**config.mk**
```make
export PLATFORM = sky130hd
export DESIGN_NAME = vga_timing
export DESIGN_NICKNAME = d
export VERILOG_FILES = /design/src/rtl/vga_timing.sv
export SDC_FILE = /design/constraint.sdc
export NUM_CORES = 1
export LEC_CHECK = 0
export ABC_AREA = 1
export CAP_MARGIN = 30
export CORE_MARGIN = 1
export CORE_UTILIZATION = 53
export CTS_BUF_LIST = sky130_fd_sc_hd__clkbuf_2 sky130_fd_sc_hd__clkbuf_4 sky130_fd_sc_hd__clkbuf_8
export DETAILED_ROUTE_END_ITERATION = 8
export PLACE_DENSITY = 0.79
export SKIP_LAST_GASP = 1
export SLEW_MARGIN = 20
export SYNTH_ARGS = -nofsm -noshare
export SYNTH_HDL_FRONTEND = slang
export SYNTH_SLANG_ARGS = --single-unit
```
**constraint.sdc**
```tcl
create_clock -name clk -period 1.82 [get_ports clk]
set_input_delay 0.455 -clock clk [delete_from_list [all_inputs] [get_ports clk]]
set_output_delay 0.455 -clock clk [all_outputs]
set_load 0.1 [all_outputs]
```
**src/rtl/vga_timing.sv**
```systemverilog
// VGA raster timing generator and pad output stage.
// Counts dots and lines, decodes raster coordinates for the renderer, and
// registers hsync/vsync/rgb with sync delayed to match renderer latency.
module vga_timing #(
  parameter int H_ACTIVE   = 640,
  parameter int H_FP       = 24,
  parameter int H_SYNC     = 40,
  parameter int H_BP       = 128,
  parameter int V_FP       = 9,
  parameter int V_SYNC     = 3,
  parameter int V_BP       = 28,
  parameter int V_ACTIVE   = 480,
  parameter int SYNC_POL   = 0,
  parameter int PIPE_DELAY = 2
) (
  input  logic       clk,
  input  logic       reset,
  input  logic [2:0] rgb_in,
  output logic [9:0] x,
  output logic [9:0] y,
  output logic       active,
  output logic       line_start,
  output logic       frame_start,
  output logic       hsync,
  output logic       vsync,
  output logic [2:0] rgb
);

  localparam logic [9:0] H_ACT_END  = 10'(H_ACTIVE);
  localparam logic [9:0] H_SYNC_BEG = 10'(H_ACTIVE + H_FP);
  localparam logic [9:0] H_SYNC_END = 10'(H_ACTIVE + H_FP + H_SYNC);
  localparam logic [9:0] H_LAST     = 10'(H_ACTIVE + H_FP + H_SYNC + H_BP - 1);
  localparam logic [9:0] V_SYNC_BEG = 10'(V_FP);
  localparam logic [9:0] V_SYNC_END = 10'(V_FP + V_SYNC);
  localparam logic [9:0] V_ACT_BEG  = 10'(V_FP + V_SYNC + V_BP);
  localparam logic [9:0] V_LAST     = 10'(V_FP + V_SYNC + V_BP + V_ACTIVE - 1);
  localparam logic       POL        = (SYNC_POL != 0);

  logic [9:0] hcount_q, hcount_d;
  logic [9:0] vcount_q, vcount_d;
  logic       v_vis;
  logic       hs_raw, vs_raw;
  logic       hs_dly, vs_dly, act_dly;
  logic       hsync_q, hsync_d;
  logic       vsync_q, vsync_d;
  logic [2:0] rgb_q, rgb_d;

  // Dot counter wraps every line; line counter advances on the dot wrap
  always_comb begin
    hcount_d = hcount_q;
    vcount_d = vcount_q;
    if (!reset) begin
      hcount_d = 10'd0;
      vcount_d = 10'd0;
    end else if (hcount_q == H_LAST) begin
      hcount_d = 10'd0;
      vcount_d = (vcount_q == V_LAST) ? 10'd0 : vcount_q + 10'd1;
    end else begin
      hcount_d = hcount_q + 10'd1;
    end
  end

  // Counter state registers
  always_ff @(posedge clk) begin
    hcount_q <= hcount_d;
    vcount_q <= vcount_d;
  end

  // Zero-latency coordinate decode; vertical blanking sits at the top of the frame
  always_comb begin
    v_vis       = (vcount_q >= V_ACT_BEG);
    x           = hcount_q;
    y           = v_vis ? (vcount_q - V_ACT_BEG) : 10'd0;
    active      = (hcount_q < H_ACT_END) && v_vis;
    line_start  = reset && (hcount_q == 10'd0);
    frame_start = reset && (hcount_q == 10'd0) && (vcount_q == 10'd0);
    hs_raw      = (hcount_q >= H_SYNC_BEG) && (hcount_q < H_SYNC_END);
    vs_raw      = (vcount_q >= V_SYNC_BEG) && (vcount_q < V_SYNC_END);
  end

  generate
    if (PIPE_DELAY == 0) begin : g_no_pipe
      assign hs_dly  = hs_raw;
      assign vs_dly  = vs_raw;
      assign act_dly = active;
    end else begin : g_pipe
      logic [2:0] sr_q [PIPE_DELAY];
      logic [2:0] sr_d [PIPE_DELAY];

      // Shift {hs, vs, active} one stage per clock; reset flushes stale state
      always_comb begin
        for (int i = 0; i < PIPE_DELAY; i++) sr_d[i] = 3'b000;
        if (reset) begin
          sr_d[0] = {hs_raw, vs_raw, active};
          for (int i = 1; i < PIPE_DELAY; i++) sr_d[i] = sr_q[i-1];
        end
      end

      // Delay-line stage registers
      always_ff @(posedge clk) begin
        for (int i = 0; i < PIPE_DELAY; i++) sr_q[i] <= sr_d[i];
      end

      assign {hs_dly, vs_dly, act_dly} = sr_q[PIPE_DELAY-1];
    end
  endgenerate

  // Pad values: apply sync polarity and blank colour outside the delayed visible area
  always_comb begin
    hsync_d = POL ? hs_dly : ~hs_dly;
    vsync_d = POL ? vs_dly : ~vs_dly;
    rgb_d   = act_dly ? rgb_in : 3'b000;
    if (!reset) begin
      hsync_d = ~POL;
      vsync_d = ~POL;
      rgb_d   = 3'b000;
    end
  end

  // Pad output register
  always_ff @(posedge clk) begin
    hsync_q <= hsync_d;
    vsync_q <= vsync_d;
    rgb_q   <= rgb_d;
  end

  assign hsync = hsync_q;
  assign vsync = vsync_q;
  assign rgb   = rgb_q;

endmodule
```
==> results of run 1 <==
-- per-stage QoR --
stage / utilization, % / TNS, ns / hold WS (ns) / instances
2_1_floorplan: - / -0.653 / 0.352 / 233
3_3_place_gp: 89.4 / -0.394 / 0.353 / 305
3_5_place_dp: 89.4 / -0.474 / 0.387 / 305
4_1_cts: 95.9 / -2.20 / 0.391 / 321
-- logic make-up after synthesis --
group	Yosys count	synth area share, %
compound gates	16	5.64
xor+xnor	8	4.27
fa+ha+maj	8	6.10
buf+inv	36	9.23
flops	31	37.8
simple gates	134	36.9
-- synth_stat cells (2+ instances only) --
master / instances / area [um^2]
nand2_2: 3 / 18.8
nand2_1: 51 / 191
nor2_1: 43 / 161
a21oi_1: 8 / 40.0
inv_1: 26 / 97.6
nand4_1: 4 / 25.0
o21ai_0: 3 / 15.0
ha_1: 8 / 100
xor2_1: 8 / 70.1
buf_6: 2 / 22.5
nand3_1: 17 / 85.1
inv_2: 6 / 22.5
nor3_1: 6 / 30.0
dfxtp_1: 31 / 621
nor2_4: 3 / 33.8
nor2_2: 4 / 25.0
a211oi_1: 2 / 15.0
-- timing repair --
item                                    CTS
pin swaps                                 7
buffers inserted                          8
endpoints found under the setup margin   13
gates resized for setup                  23
==> impl_metrics.yaml, run 1 <==
outcome:
  status: "aborted with a tool error"
  stop_stage: "global routing"
  error_line: "[ERROR DPL-0033] detailed placement checks failed during check placement."
placement:
  place_area_um2: 2550
  place_hpwl_um: 3790
  gp_congestion: 0.934
  port_buffers: 32
  place_ws_ns: -0.277
global_routing:
  antenna_found_initial: 0
  grt_max_degree: 13
logic_synthesis:
  synth_area_um2: 1640
  synth_nets: 246
  synth_cell_types: 25
  synth_edf_count: 0
  synth_cells: 233
  ys_seq_area_share_pct: 37.8
  synth-seq-cells: 31
  synthFlopType: "dfxtp_1"
  avgSynthCellArea_um2: 7.04
  synth_warnings: 0
  async_flop_share_pct: 0
floorplanning:
  ios: 33
  die_w_um: 57.6
  chipHeight_um: 57.6
  num_rows: 19
  initial_core_util_pct: 57.5
clocking:
  cts_root_buf: "clkbuf_4"
  clock_sinks: 31
  cts_htree_levels: 2
  cts_buffers: 5
  clockBufferDepth: 2
  hold_buffers: 0
sta:
  postGrtWorstEndpoint: "y[6]"
  endpoint_type: "output port"
==> run 2, diff against run 1 <==
--- a/config.mk
+++ b/config.mk
@@ -8,10 +8,9 @@
 export ABC_AREA = 1
 export CAP_MARGIN = 30
 export CORE_MARGIN = 1
-export CORE_UTILIZATION = 53
-export CTS_BUF_LIST = sky130_fd_sc_hd__clkbuf_2 sky130_fd_sc_hd__clkbuf_4 sky130_fd_sc_hd__clkbuf_8
+export CORE_UTILIZATION = 40
 export DETAILED_ROUTE_END_ITERATION = 8
-export PLACE_DENSITY = 0.79
+export PLACE_DENSITY_LB_ADDON = 0.15
 export SKIP_LAST_GASP = 1
 export SLEW_MARGIN = 20
 export SYNTH_ARGS = -nofsm -noshare
==> run 2 against run 1 <==
- area after synthesis unchanged
- the flow now finishes, with violations (setup timing)
- synthesized cell count unchanged
==> impl_metrics.yaml, run 2 <==
route:
  wirelength_um: 4180
  ant_nets: 0
  drt_iter0_drc: 82
  remaining_drc_errors: 0
  wl_per_cell_um: 12.2
  drtPass1Iterations: 4
  num_vias: 1660
  post_drt_via_cell_ratio: 4.85
placement:
  gp_congestion: 0.870
  place_hpwl_um: 3040
  port_buffers: 32
logic_synthesis:
  synth_cell_types: 25
  yosys.area_share.adder_pct: 6.10
  synth-seq-cells: 31
  yosys.area_share.simple_pct: 36.9
  ys_top_cells_by_count: "nand2_1 (51), nor2_1 (43), dfxtp_1 (31)"
  ys_seq_area_share_pct: 37.8
  yosysTopAreaCell: "dfxtp_1"
  synth_warnings: 0
  yosys-top-cells-area: "dfxtp_1 (38%), nand2_1 (12%), nor2_1 (9.8%), ha_1 (6.1%), inv_1 (5.9%)"
  synth_edf_count: 0
  yosysMostFrequentCell: "nand2_1"
  synth_top_family_by_area: "simple AND/OR/NAND/NOR gates"
  synth_cells: 233
  avgSynthCellArea_um2: 7.04
  synth_area_um2: 1640
  synth-compound-area-share_pct: 5.64
  yosys.area.top_type_share_pct: 37.8
  synth_nets: 246
  synthFlopType: "dfxtp_1"
  synth_xor_xnor_area_share_pct: 4.27
  synthMuxAreaShare_pct: 0
  async_flop_share_pct: 0
worst_setup_path:
  crit_type: "reg -> out"
  worstSetupStartpointType: "register"
  cp_data_required_time_ns: 1.36
  r2r-start: "x[0]"
  arrival_ns: 1.52
  reg2reg_slack_ns: 0.24
  setup.worst_path.end_class: "output pin"
  critPathMaxFanout: 3
  crit_start: "vcount_q[4]"
power_and_ir_drop:
  power_w: 0.00139
  p_leak_nw: 1.20
  irDropWorstVdd_uv: 392
  powerDensity_nw_per_um2: 492
clocking:
  clockBufferDepth: 2
  clock_sinks: 31
  cts_buffers: 5
  clk_latency_ns: 0.29
  cts_root_buf: "clkbuf_8"
  path_clk_slew_ns: 0.06
  cts_tree: "yes"
  hold_buffers: 0
  cts_htree_levels: 2
floorplanning:
  chipHeight_um: 66.0
  num_rows: 22
  die_area_um2: 4360
  initial_core_util_pct: 43.2
  coreArea_um2: 3800
  die_w_um: 66.0
  ios: 33
sta:
  setup_slack_ns: -0.160
  slew_headroom_pct: 76.7
  clock_skew_ns: 0.00624
  finalHoldViolations: 0
  setup_viol: 13
  fin_crit_ns: 1.98
  slew_viol_final: 0
  fmax_mhz: 505
  post-route-period-util_pct: 109
  rsz0062_at_grt: "yes"
  worst_slew_pin_slew_ns: 0.346
global_routing:
  grt_use_met1_pct: 26.3
  grt_use_met3_pct: 4.14
  grt_pass1_wl_um: 6720
  grt_pass1_vias: 1475
  grt_use_total_pct: 20.7
  grt.overflow.total: 0
  antenna_found_initial: 0
  grt_max_degree: 13
  busiest_layer: "met2"
  grtUsageMet2_pct: 34.1
cells_and_area:
  diodes: 0
  layout.nets: 306
  post-route-util_pct: 74.3
  synthToLayoutAreaGrowth_pct: 72.2
  final_cell_mix: "nand2_1 (47), nor2_1 (29), buf_12 (29), buf_4 (21), inv_1 (20)"
  final_common_cell: "nand2_1"
  drive_above_1_share_pct: 43.5
flow_run:
  drv_cap: 0
outcome:
  failed_checks: "setup timing"
  status: "complete, but fails checks"
min_path:
  worstHoldStart: "g_pipe.sr_q[0][5]"
  hold_class: "reg -> reg"
==> run 2: cell counts after synthesis <==
Identical to the previous run, type by type.
==> run 2: cell type report <==
| type | instances | area [um^2] |
|---|---|---|
| Clock buffer | 5 | 68.8 |
| Clock inverter | 3 | 15.0 |
| Fill cell | 256 | 975 |
| Inverter | 32 | 133 |
| Multi-Input combinational cell | 166 | 1080 |
| Sequential cell | 31 | 656 |
| Tap cell | 48 | 60.1 |
| Timing Repair Buffer | 57 | 811 |
==> run 2: power breakdown <==
part	internal [W]	switching, W
logic	0.0000712	0.000114
clock network	0.000261	0.000262
registers	0.000677	0.00000524
total	0.00101	0.000381
==> run 2: path summary, 6_finish.rpt <==
kind | cells after the start | endpoint
worst min register to register | 1 | hsync
worst max register to register | 7 | vcount_q[0]
worst min-delay path | 1 | hsync
worst max-delay path | 8 | y[5]
==> run 2: repair_timing <==
| item | CTS | global route |
|---|---|---|
| resized for setup | 16 | 6 |
| endpoints found under the setup margin | 13 | 13 |
| pin swaps | 5 | 6 |
| cloned | 0 | 0 |
| setup buffers | 8 | 2 |
==> run 2: logic make-up after synthesis <==
| group | count (synthesis) |
|---|---|
| buffers and inverters | 36 |
| xor gates and xnor gates | 8 |
| and+or+nand+nor | 134 |
| DFF | 31 |
| AOI/OAI and AO/OA | 16 |
| adders and majority gates | 8 |
==> run 2: metal layers <==
layer	vias to the layer above	part of all wire (%)
met5	-	0
met3	10	4.3
li1	844	-
met4	0	1.6
met1	762	46
met2	44	48
==> run 2: metrics by stage <==
step | cell area (um^2) | std cells | hold WS (ns) | setup TNS (ns) | setup slack, ns
6_report | 2820 | 342 | 0.373 | -1.21 | -0.160
5_1_grt | 2820 | 342 | 0.383 | -1.77 | -0.210
4_1_cts | 2780 | 340 | 0.377 | -1.02 | -0.136
3_5_place_dp | 2590 | 324 | 0.360 | -0.459 | -0.270
3_3_place_gp | 2590 | 324 | 0.354 | -0.420 | -0.251
2_1_floorplan | 1850 | 233 | 0.352 | -0.653 | -0.433
==> run 2: worst max-delay path: stages, from the launching register on <==
cell and delay [ns]:
dfxtp_4 0.36, inv_6 0.07, ha_4 0.13, inv_2 0.04, nand2_4 0.09, buf_4 0.11, nand2_1 0.09, nor2_4 0.16
buf_12 0.18
(Power assumes the default switching activity.)
==> run 3, diff against run 2 <==
--- a/config.mk
+++ b/config.mk
@@ -6,11 +6,10 @@
 export NUM_CORES = 1
 export LEC_CHECK = 0
 export ABC_AREA = 1
-export CAP_MARGIN = 30
 export CORE_MARGIN = 1
 export CORE_UTILIZATION = 40
 export DETAILED_ROUTE_END_ITERATION = 8
-export PLACE_DENSITY_LB_ADDON = 0.15
+export PLACE_DENSITY_LB_ADDON = 0.08
 export SKIP_LAST_GASP = 1
 export SLEW_MARGIN = 20
 export SYNTH_ARGS = -nofsm -noshare
==> run 3 against run 2 <==
- the run still ends with setup timing left
- highest routed layer unchanged
- register-to-register slack got worse by 0.17 ns
- combinational power up 2%
- largest cell class unchanged
- cell area rose by 0.66%
==> impl_metrics.yaml, run 3 (synthesized netlist as in run 2, its figures left out) <==
floorplanning:
  coreArea_um2: 3800
  num_rows: 22
  die_area_um2: 4360
  initial_core_util_pct: 43.2
  die_w_um: 66.0
  ios: 33
  chipHeight_um: 66.0
cells_and_area:
  regArea_um2: 656
  multiInputGateArea_um2: 1060
  layout.nets: 305
  final_cell_mix: "nand2_1 (47), nor2_1 (29), buf_12 (29), buf_4 (21), inv_1 (18)"
  synthToLayoutAreaGrowth_pct: 73.3
  fillers: 268
  diodes: 0
  post-route-util_pct: 74.8
  final_common_cell: "nand2_1"
  drive_above_1_share_pct: 44.0
placement:
  port_buffers: 32
  place_hpwl_um: 2840
  gp_congestion: 0.852
worst_setup_path:
  cp_data_required_time_ns: 1.36
  critPathMaxFanout: 6
  crit_start: "vcount_q[4]"
  cpMostUsedCell: "buf_12"
  crit_type: "reg -> out"
  path_cells: "inv_6 > a21oi_4 > nor2_4 > buf_12 > nor3_4 > buf_12"
  arrival_ns: 1.52
  r2r-start: "x[0]"
  slowest_delay_ns: 0.37
  crit_slowest_cell: "dfxtp_4"
  setup.worst_path.end_class: "output pin"
  worstSetupStartpointType: "register"
clocking:
  hold_buffers: 0
  clk_latency_ns: 0.29
  cts_tree: "yes"
  clock_sinks: 31
  clockBufferDepth: 2
  cts_root_buf: "clkbuf_8"
  path_clk_slew_ns: 0.07
  cts_buffers: 5
  cts_htree_levels: 2
sta:
  rsz0062_at_grt: "yes"
  setup_slack_ns: -0.154
  fin_crit_ns: 1.97
  worst_slew_pin_slew_ns: 0.320
  slew_headroom_pct: 78.4
  finalHoldViolations: 0
  clock_skew_ns: 0.0103
  fmax_mhz: 507
  setup_viol: 12
  tns_ns: -1.44
  post-route-period-util_pct: 108
  slew_viol_final: 0
  holdWs_ns: 0.374
route:
  num_vias: 1663
  drtPass1Iterations: 4
  post_drt_via_cell_ratio: 4.88
  ant_nets: 0
  drt_iter0_drc: 64
  wirelength_um: 4180
  remaining_drc_errors: 0
  wl_per_cell_um: 12.2
power_and_ir_drop:
  powerDensity_nw_per_um2: 537
  power_w: 0.00153
  p_leak_nw: 1.22
  irDropWorstVdd_uv: 433
outcome:
  status: "complete, but fails checks"
  failed_checks: "setup timing"
global_routing:
  grt_pass1_wl_um: 6750
  grt.overflow.total: 0
  antenna_found_initial: 0
  grt_max_degree: 13
  grt_use_total_pct: 20.8
  grt_pass1_vias: 1464
min_path:
  worstHoldStart: "g_pipe.sr_q[0][5]"
  hold_class: "reg -> reg"
flow_run:
  drv_cap: 0
run 3: cell count changes in the layout (fill, tap and decap cells not counted), sizes merged:
cell,previous run,this run
clkbuf,5,8
buf,53,51
clkinv,3,1
run 3: final timing paths:
check | endpoint | slack, ns | cells past startpoint
worst min register to register | hsync | 0.37 | 1
worst max register to register | vcount_q[9] | 0.07 | 8
worst max-delay path | y[6] | -0.15 | 6
worst min-delay path | hsync | 0.37 | 1
run 3: power breakdown:
group	switching, W	internal (W)	leakage (nW)
sequential	0.00000610	0.000676	0.259
clock	0.000267	0.000387	0.0594
combinational	0.000115	0.0000734	0.898
run 3: per-stage QoR:
step	setup WS, ns	area [um^2]	instances
floorplan	-0.433	1850	233
global placement	-0.247	2570	322
detailed placement	-0.250	2570	322
CTS	-0.151	2760	336
global route	-0.206	2840	341
finish	-0.154	2840	341
run 3: layer usage:
layer	wire (um)	GRT usage, %	up-vias	share of wire, %
met5	0	0	-	0
li1	-	-	844	-
met4	72	8.51	0	1.7
met2	1990	32.7	40	48
met3	155	4.31	9	3.7
met1	1960	27.4	770	47
run 3: worst max-delay path, delay by kind of cell (launching register included):
family	cells	cell delay, ns
buffers and inverters	3	0.39
flip-flops	1	0.37
AO/OA/AOI/OAI	1	0.23
AND/OR/NAND/NOR	2	0.23
run 3: area by class of cell:
cell class / count / share of cell area (%)
tap: 48 / 2.11
clock inverter: 1 / 0.176
inverter: 32 / 4.84
multi-input combinational: 166 / 37.4
sequential: 31 / 23.1
clock buffer: 7 / 3.79
timing repair buffer: 56 / 28.6
run 3: timing repair:
action,CTS,global route
setup buffers,6,4
gates cloned,0,1
pin swaps,3,9
endpoints found under the setup margin,13,13
resized for setup,11,10
==> run 4, diff against run 3 <==
--- a/config.mk
+++ b/config.mk
@@ -6,8 +6,9 @@
 export NUM_CORES = 1
 export LEC_CHECK = 0
 export ABC_AREA = 1
-export CORE_MARGIN = 1
-export CORE_UTILIZATION = 40
+export CELL_PAD_IN_SITES_DETAIL_PLACEMENT = 0
+export CELL_PAD_IN_SITES_GLOBAL_PLACEMENT = 1
+export CORE_UTILIZATION = 32
 export DETAILED_ROUTE_END_ITERATION = 8
 export PLACE_DENSITY_LB_ADDON = 0.08
 export SKIP_LAST_GASP = 1
==> constraint.sdc (replaced) <==
create_clock -name clk -period 1.8 [get_ports clk]
set_input_delay 0.45 -clock clk [delete_from_list [all_inputs] [get_ports clk]]
set_output_delay 0.45 -clock clk [all_outputs]
set_load 0.1 [all_outputs]
==> run 4 against run 3 <==
- the run still ends with setup timing left
- worst hold slack got worse by 0.0029 ns
- core utilization fell by 14 points
- clock-buffer cell count did not move
- cell count rose by 7.3%
- non-clock buffer count rose by 6
- critical endpoint is now y[9]
- clock skew fell by 0.0041 ns
- first-iteration DRC count rose by 13%
- critical path type unchanged
- register-to-register slack improved by 0.10 ns
- cell area rose by 3.7%
- total power rose by 1.2%
- flip-flop and latch count did not move
==> impl_metrics.yaml, run 4 (synthesized netlist as in run 2, its figures left out) <==
global_routing:
  grt.overflow.total: 0
  antenna_found_initial: 0
  grt_max_degree: 13
  grt_pass1_wl_um: 7060
  grt_pass1_vias: 1522
  grt_use_total_pct: 17.7
sta:
  slew_viol_final: 0
  setup_viol: 13
  slew_headroom_pct: 80.0
  worst_slew_pin_slew_ns: 0.301
  finalHoldViolations: 0
  holdWs_ns: 0.371
  rsz0062_at_grt: "yes"
  fmax_mhz: 502
  clock_skew_ns: 0.00614
  post-route-period-util_pct: 111
  tns_ns: -1.27
  setup_slack_ns: -0.191
  fin_crit_ns: 1.99
cells_and_area:
  layout.nets: 311
  diodes: 0
  synthToLayoutAreaGrowth_pct: 79.6
  regArea_um2: 658
  final_cell_mix: "nand2_1 (46), buf_12 (30), nor2_1 (29), buf_4 (22), inv_1 (19)"
  final_common_cell: "nand2_1"
  multiInputGateArea_um2: 1090
  fillers: 438
  drive_above_1_share_pct: 46.2
floorplanning:
  chipHeight_um: 73.6
  num_rows: 25
  die_w_um: 73.6
  coreArea_um2: 4820
  ios: 33
  die_area_um2: 5420
  initial_core_util_pct: 34.1
clocking:
  clockBufferDepth: 2
  cts_htree_levels: 2
  path_clk_slew_ns: 0.07
  hold_buffers: 0
  cts_tree: "yes"
  cts_root_buf: "clkbuf_8"
  cts_buffers: 5
  clock_sinks: 31
  clk_latency_ns: 0.29
placement:
  place_hpwl_um: 3180
  gp_congestion: 0.770
  port_buffers: 32
worst_setup_path:
  reg2reg_depth: 7
  crit_type: "reg -> out"
  reg2reg_slack_ns: 0.17
  arrival_ns: 1.54
  setup.worst_path.end_class: "output pin"
  cp_data_required_time_ns: 1.35
  worstSetupStartpointType: "register"
  slowest_delay_ns: 0.36
  r2r-start: "x[0]"
  crit_slowest_cell: "dfxtp_4"
  path_cells: "inv_6 > ha_4 > inv_2 > nand2_4 > nand3_4 > xor2_2 > nor2_4 > buf_12"
  reg2reg_to: "vcount_q[9]"
  critPathMaxFanout: 4
  crit_start: "vcount_q[3]"
route:
  ant_nets: 0
  num_vias: 1644
  drt_iter0_drc: 72
  remaining_drc_errors: 0
  wirelength_um: 4430
  wl_per_cell_um: 12.1
  post_drt_via_cell_ratio: 4.49
  drtPass1Iterations: 4
outcome:
  failed_checks: "setup timing"
  status: "complete, but fails checks"
flow_run:
  drv_cap: 0
power_and_ir_drop:
  p_leak_nw: 1.25
  irDropWorstVdd_uv: 630
  powerDensity_nw_per_um2: 524
min_path:
  hold_end: "vsync"
  worstHoldPathCells: 1
  worstHoldStart: "g_pipe.sr_q[0][4]"
  hold_class: "reg -> reg"
run 4: changes by cell type in the layout (fill, tap and decap cells not counted), moves of 2 or more:
cell / before / now
buf_6: 1 / 6
dfxtp_1: 17 / 15
dfxtp_2: 7 / 9
inv_4: 3 / 1
run 4: final cells by class:
type | count | share of cell area (%)
multi-input cells | 166 | 36.9
repair buffers | 62 | 29.6
clock buffers | 7 | 3.65
flip-flops and latches | 31 | 22.3
well taps | 67 | 2.85
inverters | 32 | 4.50
clock inverters | 1 | 0.170
run 4: metal layers:
layer / global-route usage [%] / share of wire, %
met1: 23.3 / 49
met5: 0 / 0
met4: 7.69 / 1.5
met2: 27.7 / 46
met3: 3.98 / 3.9
run 4: per-stage QoR:
| step | std cells | instance area [um^2] | total power, W | utilization, % | setup slack (ns) |
|---|---|---|---|---|---|
| 2_1_floorplan | 233 | 1850 | 0.000814 | - | -0.448 |
| 3_3_place_gp | 343 | 2610 | 0.000885 | 54.2 | -0.270 |
| 3_5_place_dp | 343 | 2610 | 0.000885 | 54.2 | -0.293 |
| 4_1_cts | 364 | 2920 | 0.00157 | 60.6 | -0.185 |
| 5_1_grt | 366 | 2950 | 0.00160 | 61.2 | -0.257 |
| 6_report | 366 | 2950 | 0.00154 | 61.2 | -0.191 |
run 4: how the worst max path moves through the flow:
stage / endpoint / slack (ns)
2_1_floorplan: frame_start / -0.45
3_3_place_gp: frame_start / -0.27
3_5_place_dp: frame_start / -0.29
4_1_cts: y[6] / -0.19
5_1_grt: y[9] / -0.26
6_report: y[9] / -0.19
run 4: report_power, final:
part | switching (W) | total [W] | internal (W)
registers | 0.00000579 | 0.000690 | 0.000684
clock network | 0.000275 | 0.000667 | 0.000392
logic | 0.000116 | 0.000188 | 0.0000715
run 4: worst max-delay path: cells and delay by family (launching register included):
family / cells / cell delay, ns
xor gates and xnor gates: 1 / 0.19
adders and majority gates: 1 / 0.14
buffers and inverters: 3 / 0.29
DFF: 1 / 0.36
and+or+nand+nor: 3 / 0.26
run 4: what timing repair did:
item | 4_1_cts | 5_1_grt
cloned | 1 | 0
pin swaps | 13 | 7
setup endpoints to repair | 13 | 13
gates resized for setup | 20 | 13
buffers inserted | 12 | 4
